<file path="src/rtl/apb_cnt_sequencer.sv">
// APB master that runs one clock-count measurement: write START, wait a window,
// write STOP, then read back COUNT and STATUS and report them on a done pulse.
module apb_cnt_sequencer #(
    parameter int unsigned WIN_W       = 16,
    parameter int unsigned TIMEOUT     = 255,
    parameter logic [31:0] START_ADDR  = 32'h0,
    parameter logic [31:0] STOP_ADDR   = 32'h4,
    parameter logic [31:0] STATUS_ADDR = 32'h8,
    parameter logic [31:0] COUNT_ADDR  = 32'hC
) (
    input  logic             p_clk,
    input  logic             prst,
    input  logic             go,
    input  logic [WIN_W-1:0] window,
    output logic             busy,
    output logic             done,
    output logic [31:0]      result,
    output logic             result_status,
    output logic             err,
    output logic [1:0]       err_code,
    output logic [31:0]      m_paddr,
    output logic             m_psel,
    output logic             m_penable,
    output logic             m_pwrite,
    output logic [31:0]      m_pwdata,
    input  logic             m_pready,
    input  logic [31:0]      m_prdata,
    input  logic             m_pslverr
);

    localparam int unsigned TO_W = (TIMEOUT < 2) ? 1 : $clog2(TIMEOUT + 1);

    localparam logic [1:0] ERR_NONE  = 2'b00;
    localparam logic [1:0] ERR_SLAVE = 2'b01;
    localparam logic [1:0] ERR_TOUT  = 2'b10;

    typedef enum logic [2:0] {
        S_IDLE,
        S_WR_START,
        S_WAIT_WIN,
        S_WR_STOP,
        S_RD_COUNT,
        S_RD_STATUS,
        S_DONE
    } state_t;

    state_t            state, state_nx;
    logic              access, access_nx;
    logic [WIN_W-1:0]  wcnt;
    logic [TO_W-1:0]   tcnt;

    logic              apb_state;
    logic              accept;
    logic              xfer_ok;
    logic              xfer_err;
    logic              xfer_to;

    // access marks the ACCESS phase of the transfer owned by the current state
    always_ff @(posedge p_clk or posedge prst) begin
        if (prst) begin
            state  <= S_IDLE;
            access <= 1'b0;
        end else begin
            state  <= state_nx;
            access <= access_nx;
        end
    end

    always_comb begin
        apb_state = (state == S_WR_START) || (state == S_WR_STOP) ||
                    (state == S_RD_COUNT) || (state == S_RD_STATUS);
        accept    = (state == S_IDLE) && go;
        xfer_ok   = apb_state && access && m_pready && !m_pslverr;
        xfer_err  = apb_state && access && m_pready && m_pslverr;
        xfer_to   = apb_state && access && !m_pready && (tcnt == TO_W'(TIMEOUT));

        state_nx  = state;
        access_nx = access;

        unique case (state)
            S_IDLE: begin
                if (go) begin
                    state_nx = S_WR_START;
                end
            end
            S_WAIT_WIN: begin
                if (wcnt == WIN_W'(1)) begin
                    state_nx = S_WR_STOP;
                end
            end
            S_DONE: begin
                state_nx = S_IDLE;
            end
            default: begin
                if (!access) begin
                    access_nx = 1'b1;
                end else if (xfer_err || xfer_to) begin
                    access_nx = 1'b0;
                    state_nx  = S_DONE;
                end else if (xfer_ok) begin
                    access_nx = 1'b0;
                    unique case (state)
                        S_WR_START:  state_nx = (wcnt == '0) ? S_WR_STOP : S_WAIT_WIN;
                        S_WR_STOP:   state_nx = S_RD_COUNT;
                        S_RD_COUNT:  state_nx = S_RD_STATUS;
                        default:     state_nx = S_DONE;
                    endcase
                end
            end
        endcase
    end

    // Bus outputs decode from registered state, so reset drops them asynchronously
    always_comb begin
        m_psel    = apb_state;
        m_penable = apb_state && access;
        m_paddr   = '0;
        m_pwrite  = 1'b0;
        m_pwdata  = '0;
        busy      = (state != S_IDLE);
        done      = (state == S_DONE);
        unique case (state)
            S_WR_START: begin
                m_paddr  = START_ADDR;
                m_pwrite = 1'b1;
                m_pwdata = 32'h1;
            end
            S_WR_STOP: begin
                m_paddr  = STOP_ADDR;
                m_pwrite = 1'b1;
                m_pwdata = 32'h1;
            end
            S_RD_COUNT:  m_paddr = COUNT_ADDR;
            S_RD_STATUS: m_paddr = STATUS_ADDR;
            default: ;
        endcase
    end

    // wcnt holds the latched window and counts it down inside WAIT_WIN
    always_ff @(posedge p_clk or posedge prst) begin
        if (prst) begin
            wcnt <= '0;
        end else if (accept) begin
            wcnt <= window;
        end else if (state == S_WAIT_WIN) begin
            wcnt <= wcnt - WIN_W'(1);
        end
    end

    always_ff @(posedge p_clk or posedge prst) begin
        if (prst) begin
            tcnt <= '0;
        end else if (apb_state && !access) begin
            tcnt <= TO_W'(1);
        end else if (apb_state && access && !m_pready) begin
            tcnt <= tcnt + TO_W'(1);
        end
    end

    always_ff @(posedge p_clk or posedge prst) begin
        if (prst) begin
            result        <= '0;
            result_status <= 1'b0;
            err           <= 1'b0;
            err_code      <= ERR_NONE;
        end else if (accept) begin
            result        <= '0;
            result_status <= 1'b0;
            err           <= 1'b0;
            err_code      <= ERR_NONE;
        end else begin
            if (xfer_ok && (state == S_RD_COUNT)) begin
                result <= m_prdata;
            end
            if (xfer_ok && (state == S_RD_STATUS)) begin
                result_status <= m_prdata[0];
            end
            if (xfer_err) begin
                err      <= 1'b1;
                err_code <= ERR_SLAVE;
            end else if (xfer_to) begin
                err      <= 1'b1;
                err_code <= ERR_TOUT;
            end
        end
    end

endmodule

</file>
<file path="config.mk">
export PLATFORM = sky130hd
export DESIGN_NAME = apb_cnt_sequencer
export DESIGN_NICKNAME = d
export VERILOG_FILES = /design/src/rtl/apb_cnt_sequencer.sv
export SDC_FILE = /design/constraint.sdc
export NUM_CORES = 1
export LEC_CHECK = 0
export ABC_AREA = 1
export BUFFER_PORTS_ARGS = -buffer_cell sky130_fd_sc_hd__buf_2
export CELL_PAD_IN_SITES_DETAIL_PLACEMENT = 1
export CELL_PAD_IN_SITES_GLOBAL_PLACEMENT = 1
export CORE_UTILIZATION = 30
export CTS_CLUSTER_SIZE = 20
export DETAILED_ROUTE_END_ITERATION = 8
export PLACE_DENSITY = 0.8
export SLEW_MARGIN = 25
export SYNTH_ARGS = -nofsm -noshare
export SYNTH_HDL_FRONTEND = slang
export SYNTH_SLANG_ARGS = --single-unit
</file>
<file path="constraint.sdc">
create_clock -name p_clk -period 2 [get_ports p_clk]
set_input_delay 0.5 -clock p_clk [delete_from_list [all_inputs] [get_ports p_clk]]
set_output_delay 0.5 -clock p_clk [all_outputs]
set_load 0.05 [all_outputs]
</file>
== Yosys cells after proc, flatten, opt, wreduce, memory -nomap -nowiden ==
Cells that the tools add are included.
Word-level totals
  output and inout port bits: 105
  register bits after elaboration: 64
  input port bits: 53
  logic and storage cells: 78
Cells by class
  equality and inequality tests: 10
  reduce and logical (&&, ||, !) cells: 30
  add/subtract/negate cells: 2
  multiplexer cells: 28
Operators with widths (number)
  32-bit 2-to-1 mux: 2
  16-bit 2-to-1 mux: 2
  3-bit case mux with 3 select lines: 2
  16-bit by 1-bit equality test with 1-bit output, second input constant: 1
  16-bit zero test: 1
  8-bit 2-to-1 mux: 2
  16-bit by 1-bit subtractor with 16-bit output, second input constant: 1
  3-bit 2-to-1 mux: 5
  4-bit case mux with 3 select lines: 1
  1-bit 2-to-1 mux: 11
  1-bit logical AND: 10
  3-bit equality test, second input constant: 3
  8-bit by 1-bit adder with 8-bit output, second input constant: 1
  8-bit equality test, second input constant: 1
  2-bit nonzero test: 4
  3-bit by 2-bit equality test with 1-bit output, second input constant: 2
  2-bit 2-to-1 mux: 3
  3-bit nonzero test: 2
  5-bit nonzero test: 1
  1-bit logical OR: 4
  2-bit != test, second input constant: 2
  4-bit AND reduction: 1
  4-bit nonzero test: 1
  3-bit by 1-bit equality test with 1-bit output, second input constant: 1
  other kinds (4): 6

== Depth between registers and ports, before layout ==
Gate-level depths: netlist of the first run.
  depth after elaboration: 11
  gate-level depth with buffers: 11

== Least setup slack after synthesis of the first run ==
Ideal clock, no wire load.
  path kind: register to output
  start: register state[2]
  end: output m_paddr[2]
  arrival time: 1.732 ns
  cell stages (with the launch flop): 4
  buffers on the path: 0
  path slack: -0.232 ns
  cells stage by stage: dfrtp_1 > inv_2 > nand2_2 > o21ai_0
Between the ends
  longest elaborated chain between the ends: 2
RTL lines
  start: declaration: line 47  | state_t state, state_nx;
  start signal: assignment: line 64  | state <= state_nx;
  3-bit equality test or 3-bit by 2-bit equality test with 1-bit output (tied branches): line 122  | unique case (state)
  4-bit case mux with 3 select lines *: line 122
  end: declaration: line 21  | output logic [31:0] m_paddr,
Mark *: on every way between the ends. The rest lies on a longest branch, timed or not.

== Final worst setup path of the first run ==
  start: register state[1]
  end: output m_paddr[2]
The elaborated chain is that of the path after synthesis.

==> results of run 1 <==
[stage by stage]
step	setup WS, ns	total power, mW	util, %	hold slack, ns	cell area (sq um)
floorplan	0.06954	4.791	-	0.4333	4115
CTS	0.03131	7.004	36.34	0.2759	4586
finish	0.09212	6.921	36.38	0.2693	4591
global route	0.009714	7.435	36.38	0.2975	4591
global placement	0.2828	5.395	34.18	0.4532	4313
detailed placement	0.1830	5.547	34.18	0.4687	4313
[worst max-delay path: cells and delay by family (launching register included)]
kind / cells / cell delay [ns]
flops: 1 / 0.44
simple gates: 2 / 0.18
compound gates: 1 / 0.08
buf+inv: 3 / 0.39
[path summary, 6_finish.rpt]
path | from | end | slack [ns]
setup / recovery | state[1] | m_paddr[2] | 0.09
hold / removal | prst | err | 0.27
setup reg to reg | state[2] | state[0] | 0.34
hold reg to reg | tcnt[7] | tcnt[7] | 0.48
max in group asynchronous | prst | state[1] | 1.44
min in group p_clk | window[6] | wcnt[6] | 0.40
[area by class of cell]
type                       instances  area, sq um  area share (%)
multi-input combinational        343         1670           36.39
sequential                        64         1604           34.94
timing repair buffer             102        575.6           12.54
inverter                          71        270.3           5.887
clock buffer                      11        232.7           5.069
tap                              172        215.2           4.688
clock inverter                     4        22.52          0.4906
[cell families (layout without fill, tap and decap cells)]
logic type | Yosys count | count (layout) | share of synthesized area [%]
buffers and inverters | 146 | 188 | 21.65
AOI/OAI and AO/OA | 69 | 69 | 9.649
and+or+nand+nor | 204 | 204 | 24.88
adders and majority gates | 4 | 4 | 1.291
xor gates and xnor gates | 5 | 5 | 1.129
other | 1 | 61 | 0.09671
DFF | 64 | 64 | 41.30
[flip-flops by register name, summed over array words and instances (netlist names)]
| name | cells |
|---|---|
| err_code | 2 |
| state | 3 |
| result_status | 1 |
| wcnt | 16 |
| access | 1 |
| tcnt | 8 |
| err | 1 |
| result | 32 |
[timing repair]
item / in CTS / in global routing
pin swaps: 0 / 0
cloned: 0 / 0
setup buffers: 1 / 0
gates resized for setup: 5 / 3
setup endpoints to repair: 2 / 2
[cell usage in the layout, fill, tap and decap left out, types with 2 or more instances in the layout]
| cell | count |
|---|---|
| clkbuf_16 | 9 |
| nand4_1 | 4 |
| nand3b_1 | 3 |
| nand2_2 | 5 |
| nor3_1 | 6 |
| o211ai_1 | 3 |
| conb_1 | 61 |
| ha_1 | 4 |
| a21oi_1 | 8 |
| nand3_2 | 4 |
| o221ai_1 | 2 |
| o21ai_1 | 34 |
| buf_6 | 2 |
| nor2_1 | 43 |
| nand2_1 | 73 |
| xor2_1 | 4 |
| dfrtp_1 | 62 |
| clkinv_2 | 3 |
| inv_1 | 63 |
| nor2_4 | 4 |
| o31ai_1 | 2 |
| dfrtp_2 | 2 |
| clkinvlp_4 | 2 |
| buf_2 | 94 |
| buf_4 | 3 |
| buf_12 | 3 |
| clkbuf_1 | 2 |
| inv_2 | 7 |
| o21ai_0 | 15 |
| nand3_1 | 55 |
[metal layers]
layer	wire length [um]	vias up	part of all wire (%)
li1	-	1656	-
met1	4376	1600	44
met2	4911	93	50
met3	512	8	5.2
met4	105	0	1.1
met5	0	-	0
[power groups by stage]
| stage | sequential, mW | clock [mW] | combinational [mW] |
|---|---|---|---|
| final | 2.05 | 1.36 | 3.51 |
| after global routing | 2.12 | 1.45 | 3.87 |
| after CTS | 2.04 | 1.41 | 3.55 |
| after detailed placement | 2.05 | 0 | 3.50 |
| after global placement | 2.03 | 0 | 3.37 |
| after floorplan | 2.56 | 0 | 2.24 |
==> flow_summary.yaml, run 1 <==
floorplan:
  io_pins: 158
  die_y_um: 115.7
  core_area_sq_mm: 0.01262
  die_x_um: 115.7
  num_rows: 41
  die_area_sq_mm: 0.01338
  initial_utilization_pct: 30.73
cells_and_area:
  drive_gt1_share_pct: 24.03
  n_antenna_cell: 0
  final_cells: 767
  fillCellCount: 1616
  nNetsFinal: 648
  synthToLayoutAreaGrowth_pct: 18.39
worst_setup_path:
  start_kind: "flip-flop"
  cp.required_ns: 1.50
  endpoint_kind: "output port"
  r2r_cells: 10
  crit_top_cell: "inv_2"
  worstPathMaxFanout: 5
  crit_chain: "inv_2 -> nand2_2 -> inv_2 -> nand2_1 -> o21ai_2 -> buf_6"
  critPathKind: "reg -> out"
  critPathSlowestCell: "dfrtp_2"
  crit_arrival_ns: 1.41
  critPathMaxStageDelay_ns: 0.44
timing:
  setup_viol: 0
  tns_ns: 0
  post-route-min-period_ns: 1.908
  skew_ns: 0.004611
  drv_slew: 0
  finalCritPeriodShare_pct: 95.39
  finalHoldViolCount: 0
  rsz0062_at_grt: "no"
  timing.fmax_mhz: 524.1
route:
  first_pass_iters: 6
  ant_nets: 0
  wl_um: 9905
  num_vias: 3357
  drt_iter0_drc: 110
  wl_per_cell_um: 12.91
  drc_errors: 2
  avgViaCountPerCell: 4.377
place:
  dp.cells: 751
  dp_hpwl_um: 7542
  gp_congestion: 0.8358
  portBuffers: 96
global_routing:
  grt_overflow: 0
  grt_use_met1_pct: 18.94
  grt_pass1_wl_um: 16460
  grt_util_all_layers_pct: 15.86
  grt_max_degree: 65
  grt_pass1_vias: 3426
  grtUsageMet3_pct: 3.870
  antenna_found_initial: 0
  grt.busiest_layer: "met2"
  grtUsageMet2_pct: 28.10
min_path:
  hp-class: "in -> async"
logic_synthesis:
  syn-instance-count: 493
  ys_ff_latch: 64
  synth.distinct_cells: 36
  synthTopCellsByArea: "dfrtp_1, buf_4, nand3_1"
  synth-edff-count: 0
  avgSynthCellArea_sq_um: 7.865
  syn_area_sq_mm: 0.003877
  synthArstFlopShare_pct: 100.0
  ys.warnings.count: 0
  synth_top_area_cell: "dfrtp_1"
  synthTopCellsByCount: "nand2_1, inv_1, dfrtp_1"
  seq_area_frac_synth_pct: 41.30
  synth_flop_cell: "dfrtp_1"
  synth.most_common_cell: "nand2_1"
  synth_top_area_share_pct: 41.30
cts:
  cts_buffers: 9
  clock_sinks: 64
  root_buffer: "clkbuf_16"
  cts_buffer_depth: 2
  htreeDepth: 3
  clock_latency_ns: 0.32
  cts_hold_buf: 0
  cts_tree: "built"
  path_clk_slew_ns: 0.05
run_status:
  outcome: "complete, but fails checks"
  violations: "design-rule violations"
power:
  pwr-share-seq_pct: 29.6
  power.share.clock_pct: 19.7
  pwr-share-comb_pct: 50.8
  vdd_drop_max_v: 0.0003585
  swShare_pct: 50.34
  power_density_mw_per_mm2: 1508
  netSwitchingPower_mw: 3.484
  leakage_nw: 2.530
  internal-power_mw: 3.437
job:
  maxCapViolCount: 0
(Power assumes the default switching activity.)
==> inputs of run 2 (changes only) <==
Settings changed: CORE_MARGIN from default to 2, CORE_UTILIZATION 30 to 34, PLACE_DENSITY 0.8 to 0.85.
Clock period 2 ns to 1.9 ns, I/O delays scaled along.
==> flow_summary.yaml, run 2 (synthesis gave the netlist of run 1 again) <==
cells_and_area:
  fillCellCount: 1413
  multi_input_area_sq_mm: 0.001675
  top_regs: "result (32), wcnt (16), tcnt (8)"
  final_cell_mix: "buf_2, nand2_1, inv_1, conb_1, dfrtp_1"
  drive_gt1_share_pct: 24.33
  final_common_cell: "buf_2"
  largest_reg_flops: 32
  post-route-util_pct: 41.60
  regMostFlops: "result"
  n_antenna_cell: 0
  final-seq-area_sq_mm: 0.001605
  synthToLayoutAreaGrowth_pct: 17.84
  nNetsFinal: 648
power:
  leakage_nw: 2.543
  swShare_pct: 50.46
  vdd_drop_max_v: 0.0007886
  netSwitchingPower_mw: 3.734
  internal-power_mw: 3.665
  pwr-share-seq_pct: 29.2
  pwr-share-comb_pct: 50.5
  power.share.clock_pct: 20.3
  power_density_mw_per_mm2: 1619
global_routing:
  grt_pass1_wl_um: 16930
  grt_overflow: 0
  grt_pass1_vias: 3524
  antenna_found_initial: 1
  grt_util_all_layers_pct: 16.63
  grt_max_degree: 65
worst_setup_path:
  r2r_cells: 8
  crit_chain: "inv_2 -> nand2_4 -> inv_4 -> nand2_1 -> o21ai_2 -> buf_6"
  crit_arrival_ns: 1.37
  worstPathMaxFanout: 5
  reg2reg_from: "state[2]"
  rrSetupSlack_ns: 0.19
  cp.required_ns: 1.42
  critPathSlowestCell: "dfrtp_2"
  start_kind: "flip-flop"
  critPathMaxStageDelay_ns: 0.44
  critPathKind: "reg -> out"
  endpoint_kind: "output port"
  reg2reg_to: "wcnt[11]"
timing:
  skew_ns: 0.006206
  layout_setup_ws_ns: 0.05545
  finalCritPeriodShare_pct: 97.08
  setup_viol: 0
  post-route-min-period_ns: 1.845
  finalHoldViolCount: 0
  drv_slew: 0
  timing.fmax_mhz: 542.1
cts:
  cts_buffers: 9
  htreeDepth: 3
  clock_sinks: 64
  cts_tree: "built"
  root_buffer: "clkbuf_16"
  path_clk_slew_ns: 0.06
  cts_buffer_depth: 2
  clock_latency_ns: 0.33
place:
  gp_congestion: 0.8479
  dp_slack_ns: 0.1283
  dp_hpwl_um: 7532
  portBuffers: 96
route:
  drt_iter0_drc: 102
  wl_um: 10250
  wl_per_cell_um: 13.93
  ant_nets: 0
  drc_errors: 0
  first_pass_iters: 6
  avgViaCountPerCell: 4.629
  num_vias: 3407
floorplan:
  num_rows: 38
  die_y_um: 110.8
  die_x_um: 110.8
  io_pins: 158
  core_area_sq_mm: 0.01098
  die_area_sq_mm: 0.01227
  initial_utilization_pct: 35.30
run_status:
  outcome: "complete, no violations"
job:
  maxCapViolCount: 0
min_path:
  hp-class: "in -> async"
[run 2: power groups by stage]
stage | Sequential, mW | Combinational (mW) | Clock [mW]
finish | 2.16 | 3.73 | 1.50
global route | 2.22 | 4.08 | 1.59
CTS | 2.15 | 3.74 | 1.54
detailed placement | 2.16 | 3.67 | 0
global placement | 2.13 | 3.52 | 0
floorplan | 2.69 | 2.35 | 0
[run 2: worst max path at each step]
stage             start    endpoint  slack (ns)  cells past startpoint
6_report       state[1]  m_paddr[2]        0.06                      6
5_1_grt        state[1]  m_paddr[2]      -0.009                      6
4_1_cts        state[1]  m_paddr[2]       0.003                      6
3_5_place_dp   state[1]  m_paddr[2]        0.13                      6
3_3_place_gp   state[1]  m_paddr[2]        0.21                      6
2_1_floorplan  state[1]  m_paddr[2]      -0.005                      5
[run 2: routing by layer]
metal / GRT usage [%] / vias to the layer above / wire length (um)
met5: 0 / - / 11
met4: 6.667 / 2 / 222
met3: 4.538 / 22 / 618
met2: 28.34 / 108 / 5046
met1: 19.87 / 1615 / 4350
li1: - / 1660 / -
[run 2: worst max-delay path, delay by kind of cell, from the launching register on]
family	cells	cell delay (ns)
flops	1	0.44
simple gates	2	0.16
compound gates	1	0.09
buf+inv	3	0.35
[run 2: area by class of cell]
| cell class | count | share of cell area, % |
|---|---|---|
| multi-input combinational | 343 | 36.66 |
| sequential | 64 | 35.13 |
| timing repair buffer | 102 | 12.57 |
| inverter | 71 | 5.969 |
| clock buffer | 12 | 5.394 |
| tap | 140 | 3.834 |
| clock inverter | 4 | 0.4381 |
[run 2: per-stage QoR]
step / instance area, sq um / total power, mW / TNS (ns) / std cells / hold WS [ns]
floorplan: 4115 / 5.043 / -0.005460 / 553 / 0.4333
global placement: 4273 / 5.655 / 0 / 719 / 0.4514
detailed placement: 4273 / 5.833 / 0 / 719 / 0.4630
CTS: 4557 / 7.432 / 0 / 736 / 0.2541
global route: 4569 / 7.887 / -0.009107 / 736 / 0.2704
finish: 4569 / 7.399 / 0 / 736 / 0.2366
[run 2: timing repair]
item | in CTS | in global routing
resized for setup | 5 | 6
endpoints found under the hold margin | 0 | 0
endpoints found under the setup margin | 3 | 3
setup buffers | 1 | 0
gates cloned | 0 | 0
hold buffers | 0 | 0
==> inputs of run 3 (changes only) <==
Settings changed: ABC_AREA 1 to default, ABC_CLOCK_PERIOD_IN_PS from default to 1900.
==> flow_summary.yaml, run 3 <==
power:
  vdd_drop_max_v: 0.0007663
  power_density_mw_per_mm2: 1547
  leakage_nw: 2.409
floorplan:
  initial_utilization_pct: 34.98
  io_pins: 158
  die_area_sq_mm: 0.01141
  num_rows: 37
  core_area_sq_mm: 0.01028
  die_x_um: 106.8
  die_y_um: 106.8
cells_and_area:
  drive_gt1_share_pct: 41.25
  nNetsFinal: 612
  final_common_cell: "buf_2"
  synthToLayoutAreaGrowth_pct: 39.96
  post-route-util_pct: 48.95
  final_cell_mix: "buf_2, nand2_1, dfrtp_1, conb_1, buf_4"
  largest_reg_flops: 32
  n_antenna_cell: 0
  stdcell_area_sq_mm: 0.005031
  top_regs: "result (32), wcnt (16), tcnt (8)"
  regMostFlops: "result"
  fillCellCount: 1258
timing:
  layout_setup_ws_ns: -0.1313
  timing.fmax_mhz: 492.3
  rsz0062_at_grt: "yes"
  finalCritPeriodShare_pct: 106.9
  finalHoldViolCount: 0
  skew_ns: 0.01516
  drv_slew: 0
  setup_viol: 16
  post-route-min-period_ns: 2.031
global_routing:
  grt_pass1_vias: 3494
  grt_util_all_layers_pct: 19.52
  grt_max_degree: 65
  grt_pass1_wl_um: 17360
  grt_overflow: 0
  antenna_found_initial: 0
route:
  wl_um: 11640
  avgViaCountPerCell: 4.746
  num_vias: 3303
  wl_per_cell_um: 16.72
  ant_nets: 0
  first_pass_iters: 4
  drc_errors: 0
  drt_iter0_drc: 105
cts:
  root_buffer: "clkbuf_8"
  htreeDepth: 3
  path_clk_slew_ns: 0.07
  clock_sinks: 64
  cts_tree: "built"
  cts_buffers: 9
  clock_latency_ns: 0.35
  cts_buffer_depth: 2
logic_synthesis:
  ys.warnings.count: 0
  ys_ff_latch: 64
  synth_top_area_share_pct: 44.55
  synth_flop_cell: "dfrtp_1"
  seq_area_frac_synth_pct: 44.55
  synth-edff-count: 0
  synthTopCellsByArea: "dfrtp_1, buf_4, nand2_1"
  synthArstFlopShare_pct: 100.0
  synth.distinct_cells: 55
  synth.most_common_cell: "nand2_1"
  syn-instance-count: 403
  avgSynthCellArea_sq_um: 8.920
  synth_top_area_cell: "dfrtp_1"
  synthTopCellsByCount: "nand2_1, buf_4, dfrtp_1"
  syn_area_sq_mm: 0.003595
place:
  gp_congestion: 0.9027
  dp_hpwl_um: 7284
  portBuffers: 96
  dpl_cell_area_sq_mm: 0.004293
min_path:
  hp-class: "in -> async"
worst_setup_path:
  crit_arrival_ns: 2.26
  worstPathMaxFanout: 5
  endpoint_kind: "flip-flop"
  critPathKind: "reg -> reg"
  cp.required_ns: 2.12
  start_kind: "flip-flop"
run_status:
  outcome: "complete, but fails checks"
  violations: "negative setup slack"
job:
  maxCapViolCount: 0
-- run 3: area by class of cell --
type / instances / area (sq um) / area share (%)
Multi-Input combinational cell: 308 / 1852 / 36.81
Sequential cell: 64 / 1604 / 31.88
Timing Repair Buffer: 163 / 1141 / 22.68
Tap cell: 136 / 170.2 / 3.382
Clock buffer: 10 / 127.6 / 2.537
Clock inverter: 6 / 83.83 / 1.666
Inverter: 9 / 52.55 / 1.045
-- run 3: what timing repair did --
| item | 4_1_cts | 5_1_grt |
|---|---|---|
| pin swaps | 6 | 15 |
| hold endpoints to repair | 0 | 0 |
| cloned | 0 | 1 |
| setup endpoints to repair | 21 | 40 |
| buffers inserted | 14 | 14 |
| gates resized for setup | 38 | 38 |
| hold buffers | 0 | 0 |
-- run 3: logic make-up (layout without fill, tap and decap cells) --
kind of cell / count (synthesis) / count (layout) / synth area share (%)
compound gates: 84 / 84 / 13.65
xor+xnor: 13 / 13 / 3.167
fa+ha+maj: 4 / 4 / 1.392
buf+inv: 91 / 188 / 16.78
flops: 64 / 64 / 44.55
mux: 2 / 2 / 0.5569
other cells: 1 / 61 / 0.1043
simple gates: 144 / 144 / 19.81
-- run 3: final timing paths --
kind / endpoint / cells past startpoint / start / slack [ns]
setup / recovery: wcnt[9] / 5 / wcnt[1] / -0.13
hold / removal: result[27] / 3 / prst / 0.21
setup reg to reg: wcnt[9] / 5 / wcnt[1] / -0.13
hold reg to reg: tcnt[6] / 1 / tcnt[6] / 0.50
max in group asynchronous: state[1] / 3 / prst / 1.37
min in group p_clk: result[6] / 3 / m_prdata[6] / 0.32
-- run 3: metrics by stage --
stage	setup TNS (ns)	cells	total power, mW	setup WS, ns	hold WS, ns
after floorplan	-0.06581	463	4.574	-0.03363	0.4449
after global placement	-0.03332	653	5.376	-0.03332	0.4697
after detailed placement	-0.7007	653	5.531	-0.1265	0.5044
after CTS	-0.4826	683	7.284	-0.07628	0.2287
after global routing	-2.137	696	8.162	-0.1959	0.2470
final	-1.024	696	7.781	-0.1313	0.2133
-- run 3: report_power, final --
| group | leakage [nW] | internal, mW | switching (mW) | total (mW) |
|---|---|---|---|---|
| registers | 0.844 | 1.76 | 0.411 | 2.17 |
| clock network | 0.110 | 0.735 | 0.569 | 1.30 |
| logic | 1.45 | 1.60 | 2.71 | 4.31 |
| total | 2.41 | 4.09 | 3.69 | 7.78 |
-- run 3: metal layers --
layer  global-route usage, %  part of all wire, %  wire length (um)
met5                       0                    0                 0
met1                   23.02                   40              4622
met3                   3.161                  4.3               500
met2                   33.99                   53              6152
met4                   10.39                  3.1               365
-- run 3: worst max-delay path, stage by stage, from the launching register on --
cell	delay [ns]
dfrtp_1	0.40
or4_4	0.56
or3_4	0.41
buf_4	0.16
o311ai_2	0.27
nand2_1	0.10
